**config.mk**
```make
export PLATFORM = sky130hd
export DESIGN_NAME = window_gen_3x3_flat
export DESIGN_NICKNAME = d
export VERILOG_FILES = /design/src/rtl/image_pkg.sv /design/src/rtl/window_gen_3x3_if.sv /design/src/rtl/window_gen_3x3_line_buffer.sv /design/src/rtl/window_gen_3x3.sv /design/src/flat_wrapper.sv
export SDC_FILE = /design/constraint.sdc
export NUM_CORES = 1
export LEC_CHECK = 0
export CORE_ASPECT_RATIO = 1.2
export CORE_MARGIN = 2
export CORE_UTILIZATION = 40
export DETAILED_ROUTE_END_ITERATION = 16
export PLACE_DENSITY_LB_ADDON = 0.05
export SYNTH_ARGS = -nofsm -noshare
export SYNTH_HDL_FRONTEND = slang
export SYNTH_SLANG_ARGS = --single-unit
```
**constraint.sdc**
```tcl
create_clock -name clk -period 4.29 [get_ports clk]
set_input_delay 1.0725 -clock clk [delete_from_list [all_inputs] [get_ports clk]]
set_output_delay 1.0725 -clock clk [all_outputs]
set_load 0.01 [all_outputs]
```
**src/rtl/image_pkg.sv**
```systemverilog
// Shared pixel types and window-row indices for the 3x3 windowing datapath.
package image_pkg;
    localparam int PIX_W_DEFAULT = 8;

    localparam int WIN_TOP = 0;
    localparam int WIN_MID = 1;
    localparam int WIN_BOT = 2;

    typedef logic [PIX_W_DEFAULT-1:0] pixel_t;
    typedef pixel_t [2:0]             pixel_vec_t;
endpackage

```
**src/rtl/window_gen_3x3_if.sv**
```systemverilog
// Pixel-in / window-out stream bundle for window_gen_3x3.
// win_last is present only when WIN_LAST_EN is defined.
interface window_gen_3x3_if #(parameter int DATA_W = image_pkg::PIX_W_DEFAULT);
    logic [DATA_W-1:0] in_pixel;
    logic              in_valid;
    logic              in_ready;
    logic [DATA_W-1:0] p1, p2, p3, p4, p5, p6, p7, p8, p9;
    logic              win_valid;
    logic              win_ready;
`ifdef WIN_LAST_EN
    logic              win_last;
`endif

    modport master (
        output in_pixel, in_valid, win_ready,
`ifdef WIN_LAST_EN
        input  win_last,
`endif
        input  in_ready, win_valid, p1, p2, p3, p4, p5, p6, p7, p8, p9
    );

    modport slave (
        input  in_pixel, in_valid, win_ready,
`ifdef WIN_LAST_EN
        output win_last,
`endif
        output in_ready, win_valid, p1, p2, p3, p4, p5, p6, p7, p8, p9
    );
endinterface

```
**src/rtl/window_gen_3x3_line_buffer.sv**
```systemverilog
// Two-line buffer: one word per column holding {older line, newer line}.
// Combinational read, synchronous write, so a same-cycle update sees the old contents.
module line_buffer #(
    parameter int DATA_W = 8,
    parameter int DEPTH  = 64,
    parameter int AW     = $clog2(DEPTH)
) (
    input  logic                clk,
    input  logic [AW-1:0]       addr,
    input  logic                we,
    input  logic [2*DATA_W-1:0] wr_data,
    output logic [2*DATA_W-1:0] rd_data
);
    logic [2*DATA_W-1:0] mem [DEPTH];

    assign rd_data = mem[addr];

    always_ff @(posedge clk) begin
        if (we) mem[addr] <= wr_data;
    end
endmodule

```
**src/rtl/window_gen_3x3.sv**
```systemverilog
// Raster-scan 3x3 neighbourhood generator with one-deep output handshake.
// Optional frame-end flag on the final window: define WIN_LAST_EN.
module window_gen_3x3
    import image_pkg::*;
#(
    parameter int DATA_W = PIX_W_DEFAULT,
    parameter int IMG_W  = 64,
    parameter int IMG_H  = 64
) (
    input  logic            clk,
    input  logic            rst,
    window_gen_3x3_if.slave bus
);
    localparam int CW = $clog2(IMG_W);
    localparam int RW = $clog2(IMG_H);

    logic [CW-1:0]                col;
    logic [RW-1:0]                row;
    logic                         accept, emit, col_end, row_end;
    logic                         win_vld;
    logic [2*DATA_W-1:0]          lb_rd;
    logic [2:0][2:0][DATA_W-1:0]  win;

    assign bus.in_ready = !win_vld || bus.win_ready;
    assign accept       = bus.in_valid && bus.in_ready;
    assign col_end      = (col == CW'(IMG_W - 1));
    assign row_end      = (row == RW'(IMG_H - 1));
    // Rows 0/1 and columns 0/1 are gated off, so stale lines and wrap garbage never escape.
    assign emit         = (row >= RW'(2)) && (col >= CW'(2));

    always_ff @(posedge clk or posedge rst) begin
        if (rst) begin
            col <= '0;
            row <= '0;
        end else if (accept) begin
            if (col_end) begin
                col <= '0;
                row <= row_end ? '0 : row + RW'(1);
            end else begin
                col <= col + CW'(1);
            end
        end
    end

    line_buffer #(.DATA_W(DATA_W), .DEPTH(IMG_W), .AW(CW)) u_lb (
        .clk     (clk),
        .addr    (col),
        .we      (accept),
        .wr_data ({lb_rd[DATA_W-1:0], bus.in_pixel}),
        .rd_data (lb_rd)
    );

    // win[row][col]: column 2 is the newest; the array doubles as the output register.
    always_ff @(posedge clk or posedge rst) begin
        if (rst) begin
            win <= '0;
        end else if (accept) begin
            for (int r = 0; r < 3; r++) begin
                win[r][0] <= win[r][1];
                win[r][1] <= win[r][2];
            end
            win[WIN_TOP][2] <= lb_rd[2*DATA_W-1:DATA_W];
            win[WIN_MID][2] <= lb_rd[DATA_W-1:0];
            win[WIN_BOT][2] <= bus.in_pixel;
        end
    end

    always_ff @(posedge clk or posedge rst) begin
        if (rst)                win_vld <= 1'b0;
        else if (accept)        win_vld <= emit;
        else if (bus.win_ready) win_vld <= 1'b0;
    end

`ifdef WIN_LAST_EN
    logic win_last_q;

    always_ff @(posedge clk or posedge rst) begin
        if (rst)                win_last_q <= 1'b0;
        else if (accept)        win_last_q <= emit && row_end && col_end;
        else if (bus.win_ready) win_last_q <= 1'b0;
    end

    assign bus.win_last = win_last_q;
`endif

    assign bus.win_valid = win_vld;
    assign bus.p1 = win[WIN_TOP][0];
    assign bus.p2 = win[WIN_TOP][1];
    assign bus.p3 = win[WIN_TOP][2];
    assign bus.p4 = win[WIN_MID][0];
    assign bus.p5 = win[WIN_MID][1];
    assign bus.p6 = win[WIN_MID][2];
    assign bus.p7 = win[WIN_BOT][0];
    assign bus.p8 = win[WIN_BOT][1];
    assign bus.p9 = win[WIN_BOT][2];
endmodule

```
**src/flat_wrapper.sv**
```systemverilog
// flat-port wrapper written by rule: the top's interface ports become plain ports
module window_gen_3x3_flat import image_pkg::*;
#(
    parameter int DATA_W = PIX_W_DEFAULT,
    parameter int IMG_W  = 64,
    parameter int IMG_H  = 64
)
  (clk, rst, bus_in_pixel, bus_in_valid, bus_win_ready, bus_in_ready, bus_win_valid, bus_p1, bus_p2, bus_p3, bus_p4, bus_p5, bus_p6, bus_p7, bus_p8, bus_p9);
  window_gen_3x3_if #(.DATA_W(DATA_W)) bus_i ();
  input  logic clk;
  input  logic rst;
  input wire logic [$bits(bus_i.in_pixel)-1:0] bus_in_pixel;
  input wire logic [$bits(bus_i.in_valid)-1:0] bus_in_valid;
  input wire logic [$bits(bus_i.win_ready)-1:0] bus_win_ready;
  output wire logic [$bits(bus_i.in_ready)-1:0] bus_in_ready;
  output wire logic [$bits(bus_i.win_valid)-1:0] bus_win_valid;
  output wire logic [$bits(bus_i.p1)-1:0] bus_p1;
  output wire logic [$bits(bus_i.p2)-1:0] bus_p2;
  output wire logic [$bits(bus_i.p3)-1:0] bus_p3;
  output wire logic [$bits(bus_i.p4)-1:0] bus_p4;
  output wire logic [$bits(bus_i.p5)-1:0] bus_p5;
  output wire logic [$bits(bus_i.p6)-1:0] bus_p6;
  output wire logic [$bits(bus_i.p7)-1:0] bus_p7;
  output wire logic [$bits(bus_i.p8)-1:0] bus_p8;
  output wire logic [$bits(bus_i.p9)-1:0] bus_p9;
  assign bus_i.in_pixel = bus_in_pixel;
  assign bus_i.in_valid = bus_in_valid;
  assign bus_i.win_ready = bus_win_ready;
  assign bus_in_ready = bus_i.in_ready;
  assign bus_win_valid = bus_i.win_valid;
  assign bus_p1 = bus_i.p1;
  assign bus_p2 = bus_i.p2;
  assign bus_p3 = bus_i.p3;
  assign bus_p4 = bus_i.p4;
  assign bus_p5 = bus_i.p5;
  assign bus_p6 = bus_i.p6;
  assign bus_p7 = bus_i.p7;
  assign bus_p8 = bus_i.p8;
  assign bus_p9 = bus_i.p9;
  window_gen_3x3 #(.DATA_W(DATA_W), .IMG_W(IMG_W), .IMG_H(IMG_H)) u_core (.clk(clk), .rst(rst), .bus(bus_i));
endmodule
```
==> run metrics, run 1 <==
post-CTS resize count 0; register with the most flip-flops u_core.u_lb.mem; number of CTS-inserted buffers 111; routed vias/inst 5.48; final instance area 0.0499 mm²; share of layout cells above drive strength 1 13.1%; Post-Route Setup TNS 0 ns; synthesized cell area 0.0433 mm²; EDFF count, synth 1024; Synth async-reset ratio 7.66%; GRT overflow 0; # Post-CTS Setup Buffers 0; Final Hold Fails 0; CTS tree built; Final nets 2691; Worst Skew 0.0272 ns; Skew-Pair Late Insertion Delay 0.71 ns; Psw 0.0124 W; CP max-delay cell dfrtp_1; Seq. cell area 0.0329 mm²; CTS root buffer clkbuf_16; Worst Path Buf+Inv 2; Die X 304 µm; Syn. warnings 0; CP required 4.68 ns; # fillers 9283; first drt pass iteration count 6; Initial Util 40.2%; gr usage total 21.2%; IO buf count 85; vias in the first global route 23400; Wirelength per Cell 28.2 µm; fin crit period 3.60 ns; count of final setup violators 0; Longest Clk Path Bufs 3; Least-Margin Pin Slew 1.06 ns; first-pass GRT wire length 169000 µm; Pint 0.0241 W; switching part of the total 34.1%; Largest register FFs 1024; Top FF cell, synth edfxtp_1; leakage 17.2 nW; Final Wtd Congestion 0.814; Max Slew Vio Count 0; die height 365 µm; peak supply drop 638 µV; Synth Area per Inst 17.4 µm²; kind of critical path reg -> reg; area delta synth->final 15.2%; largest net degree at the start of global routing 83; post-route ant nets 0; post-synthesis sequential area ratio 75.9%; CP Launch Type flop; Flop pwr share 41.8%; area of the core 0.108 mm²; initial antenna violation count 3; crit path capture type flop; status finished clean; Tcrit/Tclk final 83.9%; clock slew at reported path FFs 0.06 ns; crit path max fanout 64; routed vias 22900; Synth Net Count 2501; final wirelength 118000 µm; # DRC 0; post-cts hold buffer count 0; RSZ-0062 raised after global routing no; placement-stage cell area 0.0464 mm²; Pwr per Cell Area 731 mW/mm²; post-synthesis cell type count 49; Gate power share 32.2%; Synth Register Bits 1109; Worst path most repeated cell buf_4; H-tree levels 3; clock sinks 1109; worst min path class reg -> reg; hpwl dp 72400 µm; cell family with most CP delay simple AND/OR/NAND/NOR gates; clock share of power 26.0%; multi-input logic area 0.00964 mm²; Ports 86; die area 0.111 mm²; crit-path cells nand2b_1 -> nor2_1 -> buf_4 -> nand3_1 -> nand4_1 -> or3_2 -> buf_4; First DRT Iteration DRCs 1903; overall power 0.0365 W; fmax 0.278 GHz; max incr delay on CP 0.86 ns; Cell Rows 132; worst path arrival time 3.99 ns; Max-slew headroom 29.5%; Cells after Synth 2485; total of max-cap violations 0
[layout by cell type, fill, tap and decap left out, types with 4 or more instances in the layout]
cell                n
mux4_1             16
a31oi_1            15
buf_12             20
o21ai_0            22
a22oi_1           152
nand2b_1           12
o32a_1              7
or3_1               9
o41a_1              8
nand3_1            98
dfrtp_1            82
inv_1               4
clkbuf_16         114
ha_1                4
buf_2               8
clkinv_1           14
mux4_2             36
nand4_1            11
edfxtp_1         1024
bufinv_16           9
clkdlybuf4s50_1    77
a21oi_1            27
mux2i_1           426
nor2b_1             4
nor2_2              5
nand2_1           217
clkbuf_1           41
clkinv_2           14
xnor2_1             4
nor2_1             68
or3_2               8
clkbuf_8            6
buf_4             117
o22ai_1            40
[power groups by stage]
stage / sequential [W] / combinational, W / clock [W]
floorplan: 0.0154 / 0.00645 / 0
global route: 0.0153 / 0.0126 / 0.0101
global placement: 0.0155 / 0.0118 / 0
finish: 0.0153 / 0.0118 / 0.00949
CTS: 0.0153 / 0.0120 / 0.00972
detailed placement: 0.0155 / 0.0120 / 0
[synth_stat cells (4+ instances only)]
master    count  share of area, %
buf_1         9             0.078
a22oi_1     152               2.6
a31oi_1      15              0.22
mux2i_1     426               9.8
buf_2        46              0.53
nand2b_1     12              0.17
xnor2_1       4             0.081
buf_6        19              0.49
nand4_1      11              0.16
a21oi_1      27              0.31
inv_1         5             0.043
nor2b_1       6             0.087
dfrtp_1      85               4.9
nand2_1     218               1.9
edfxtp_1   1024                71
o32a_1        7              0.16
o41a_1        8              0.21
ha_1          4              0.12
mux4_1       16              0.97
nand3_1      98               1.1
clkbuf_1     51              0.44
buf_4        15              0.26
mux4_2       36               1.9
o21ai_0      22              0.25
or3_1        17              0.25
nor2_1       71              0.61
o22ai_1      40              0.58
[worst register-to-register path: stages, from the launching register on]
cell	delay [ns]
dfrtp_1	0.86
nand2b_1	0.50
nor2_1	0.21
buf_4	0.27
nand3_1	0.29
nand4_1	0.33
or3_2	0.18
buf_4	0.59
[cells by family (layout without fill, tap and decap cells)]
logic type,Yosys count,in the layout,synth area share (%)
flops,1109,1109,75.9
mux,481,481,12.8
simple gates,458,458,4.70
compound gates,277,277,4.45
buf+inv,151,431,2.02
xor+xnor,5,5,0.101
fa+ha+maj,4,4,0.115
other cells,0,1,0
[routing by layer]
layer  vias to the layer above  track usage (%)  share of wire, %
li1                      10200                -                 -
met3                       144             3.09               5.1
met1                     11900             28.9                44
met4                         6             7.27               2.8
met5                         -                0             0.031
met2                       621             35.1                48
[final cells by class]
class | count | area share [%]
Inverter | 6 | 0.0501
Sequential cell | 1109 | 65.9
Multi-Input combinational cell | 1225 | 19.3
Timing Repair Buffer | 222 | 4.18
Tap cell | 1407 | 3.53
Clock inverter | 42 | 0.889
Antenna cell | 1 | 0.00501
Clock buffer | 161 | 6.19
[per-stage QoR]
stage | utilization [%] | hold WS (ns) | worst slack, ns | std cells
2_1_floorplan | - | 0.455 | 1.02 | 2485
3_3_place_gp | 43.1 | 0.460 | 0.330 | 3969
3_5_place_dp | 43.1 | 0.468 | 0.289 | 3969
4_1_cts | 46.4 | 0.483 | 0.724 | 4172
5_1_grt | 46.4 | 0.506 | 0.472 | 4172
6_report | 46.4 | 0.476 | 0.689 | 4173
[path summary, 6_finish.rpt]
path / startpoint / to / slack (ns) / depth (start not counted)
worst max-delay path: u_core.col[3]$_DFFE_PP0P_ / u_core.u_lb.mem[13][10]$_DFFE_PP_ / 0.69 / 7
worst min-delay path: u_core.bus.p1[3]$_DFFE_PP0P_ / u_core.bus.p1[3]$_DFFE_PP0P_ / 0.48 / 2
worst max register to register: u_core.col[3]$_DFFE_PP0P_ / u_core.u_lb.mem[13][10]$_DFFE_PP_ / 0.69 / 7
worst min register to register: u_core.bus.p1[3]$_DFFE_PP0P_ / u_core.bus.p1[3]$_DFFE_PP0P_ / 0.48 / 2
max in group asynchronous: rst / u_core.bus.p5[2]$_DFFE_PP0P_ / 2.65 / 3
min in group asynchronous: rst / u_core.bus.p5[4]$_DFFE_PP0P_ / 0.86 / 2
Note: power is estimated with default switching activity, not from simulation.
==> run 2, diff against run 1 <==
==> constraint.sdc (replaced) <==
create_clock -name clk -period 3.59 [get_ports clk]
set_input_delay 0.8975 -clock clk [delete_from_list [all_inputs] [get_ports clk]]
set_output_delay 0.8975 -clock clk [all_outputs]
set_load 0.01 [all_outputs]
==> run 2 against run 1 <==
Net effect: total power is 22% higher; non-clock buffer count rose by 53; fmax is 9.2% higher; cell count rose by 1.4%; clock-buffer cell count down 19; highest routed layer is now met4.
==> run metrics, run 2 (same netlist as run 1, synthesis figures left out) <==
Worst Reg-to-Reg Cells 8 (+1); total of max-cap violations 0 (unchanged); crit path capture type flop; peak supply drop 720 µV (+13%); clock share of power 26.8% (+0.8 points); # Post-CTS Setup Buffers 0 (unchanged); post-route ant nets 0 (unchanged); Skew-Pair Late Insertion Delay 0.72 ns (about the same); Die X 304 µm (unchanged); first-pass GRT wire length 169000 µm (-0.50%); Gate power share 32.4% (+0.2 points); CP required 3.96 ns (-0.72 ns); H-tree levels 3 (unchanged); leakage 17.7 nW (+2.6%); CP max-delay cell dfrtp_4; area of the core 0.108 mm² (unchanged); count of final setup violators 0 (unchanged); CTS root buffer clkbuf_16; fmax 0.303 GHz (+9.2%); kind of critical path reg -> reg; final wirelength 117000 µm (-0.54%); crit-path cells buf_12 -> buf_4 -> mux2i_1 -> o22ai_1 -> o21ai_1 -> nand2_1 -> or3_2 -> buf_12; Longest Clk Path Bufs 3 (unchanged); IO buf count 85 (unchanged); # DRC 0 (unchanged); Largest register FFs 1024 (unchanged); final instance area 0.0508 mm² (+1.8%); Post-Route Setup TNS 0 ns (unchanged); RSZ-0062 raised after global routing no; Least-Margin Pin Slew 0.977 ns (-0.0805 ns); die area 0.111 mm² (unchanged); clock slew at reported path FFs 0.06 ns (about the same); clock sinks 1109 (unchanged); most frequent cells in the layout 1024 x edfxtp_1, 426 x mux2i_1, 217 x nand2_1; WHS Path Cells 1 (-1); worst min path class in -> reg; Max-slew headroom 34.8% (+5.4 points); Flop pwr share 40.8% (-1.0 points); switching part of the total 33.4% (-0.66 points); Worst path most repeated cell buf_12; Ports 86 (unchanged); Pint 0.0297 W (+23%); max incr delay on CP 0.65 ns (-0.21 ns); largest net degree at the start of global routing 68 (-18%); vias in the first global route 23600 (+0.50%); Final Wtd Congestion 0.796 (-2.2%); CP Launch Type flop; die height 365 µm (unchanged); Worst Skew 0.0273 ns (+0.000151 ns); first drt pass iteration count 7 (+1); Cell Rows 132 (unchanged); status finished clean; gr usage total 21.1% (-0.16 points); Max Slew Vio Count 0 (unchanged); routed vias 22900 (-0.048%); CTS tree built; fin crit period 3.30 ns (-0.302 ns); Final nets 2745 (+2.0%); most common cell after layout, fill and taps aside edfxtp_1; post-cts hold buffer count 0 (unchanged); GRT overflow 0 (unchanged); area delta synth->final 17.3%; Final Hold Fails 0 (unchanged); placement-stage cell area 0.0470 mm² (+1.4%); Initial Util 40.2% (unchanged); crit path max fanout 56 (-13%); Psw 0.0149 W (+20%); number of CTS-inserted buffers 112 (+0.90%); routed vias/inst 5.40 (-1.4%); Tcrit/Tclk final 91.9% (+7.9 points); Util after Layout 47.2% (+0.83 points); initial antenna violation count 2 (-1); First DRT Iteration DRCs 1795 (-5.7%); register with the most flip-flops u_core.u_lb.mem; worst path arrival time 3.67 ns (-0.32 ns); Wirelength per Cell 27.6 µm (-1.9%); hpwl dp 73500 µm (+1.6%); share of layout cells above drive strength 1 15.3% (+2.2 points); Pwr per Cell Area 877 mW/mm² (+20%)
run 2: through the flow:
step                      total power [W]  setup slack (ns)  hold WS (ns)  instances
after floorplan                    0.0261             0.499         0.455       2485
after global placement             0.0330             0.131         0.461       4022
after detailed placement           0.0332             0.209         0.462       4022
after CTS                          0.0452             0.214         0.406       4230
after global routing               0.0465             0.200         0.453       4230
final                              0.0446             0.292         0.458       4232
run 2: power groups by stage:
stage / Clock (W) / Combinational (W) / Sequential [W]
finish: 0.0119 / 0.0144 / 0.0182
global route: 0.0127 / 0.0155 / 0.0183
CTS: 0.0123 / 0.0148 / 0.0182
detailed placement: 0 / 0.0147 / 0.0185
global placement: 0 / 0.0146 / 0.0184
floorplan: 0 / 0.00771 / 0.0184
run 2: area by class of cell:
cell class,count,area (µm²)
fillers,9205,56900
flip-flops and latches,1109,32900
multi-input cells,1225,9640
clock buffers,142,3010
repair buffers,275,2740
well taps,1407,1760
clock inverters,66,766
inverters,6,25.0
diodes,2,5.00
run 2: timing repair:
| item | in CTS | in global routing |
|---|---|---|
| endpoints found under the hold margin | 0 | 0 |
| endpoints found under the setup margin | 0 | 7 |
| gates resized for setup | 0 | 1 |
run 2: critical path: cells and delay by family (launching register included):
family,cells,cell delay [ns]
flip-flops,1,0.65
multiplexers,1,0.23
AO/OA/AOI/OAI,2,0.42
buffers and inverters,3,0.69
AND/OR/NAND/NOR,2,0.85
run 2: metal layers:
metal	wire length, µm	up-vias	track usage, %
met5	0	-	0
li1	-	10300	-
met2	58800	453	36.3
met4	1910	0	5.26
met1	51500	12000	28.5
met3	4630	116	2.76
run 2: final timing paths:
kind / slack (ns) / endpoint / start
worst max-delay path: 0.29 / u_core.u_lb.mem[41][13]$_DFFE_PP_ / u_core.col[0]$_DFFE_PP0P_
worst min-delay path: 0.46 / u_core.u_lb.mem[41][1]$_DFFE_PP_ / bus_in_pixel[1]
worst max register to register: 0.29 / u_core.u_lb.mem[41][13]$_DFFE_PP_ / u_core.col[0]$_DFFE_PP0P_
worst min register to register: 0.48 / u_core.bus.p4[6]$_DFFE_PP0P_ / u_core.bus.p4[6]$_DFFE_PP0P_
max in group asynchronous: 2.33 / u_core.bus.p9[0]$_DFFE_PP0P_ / rst
min in group asynchronous: 0.65 / u_core.bus.p4[5]$_DFFE_PP0P_ / rst
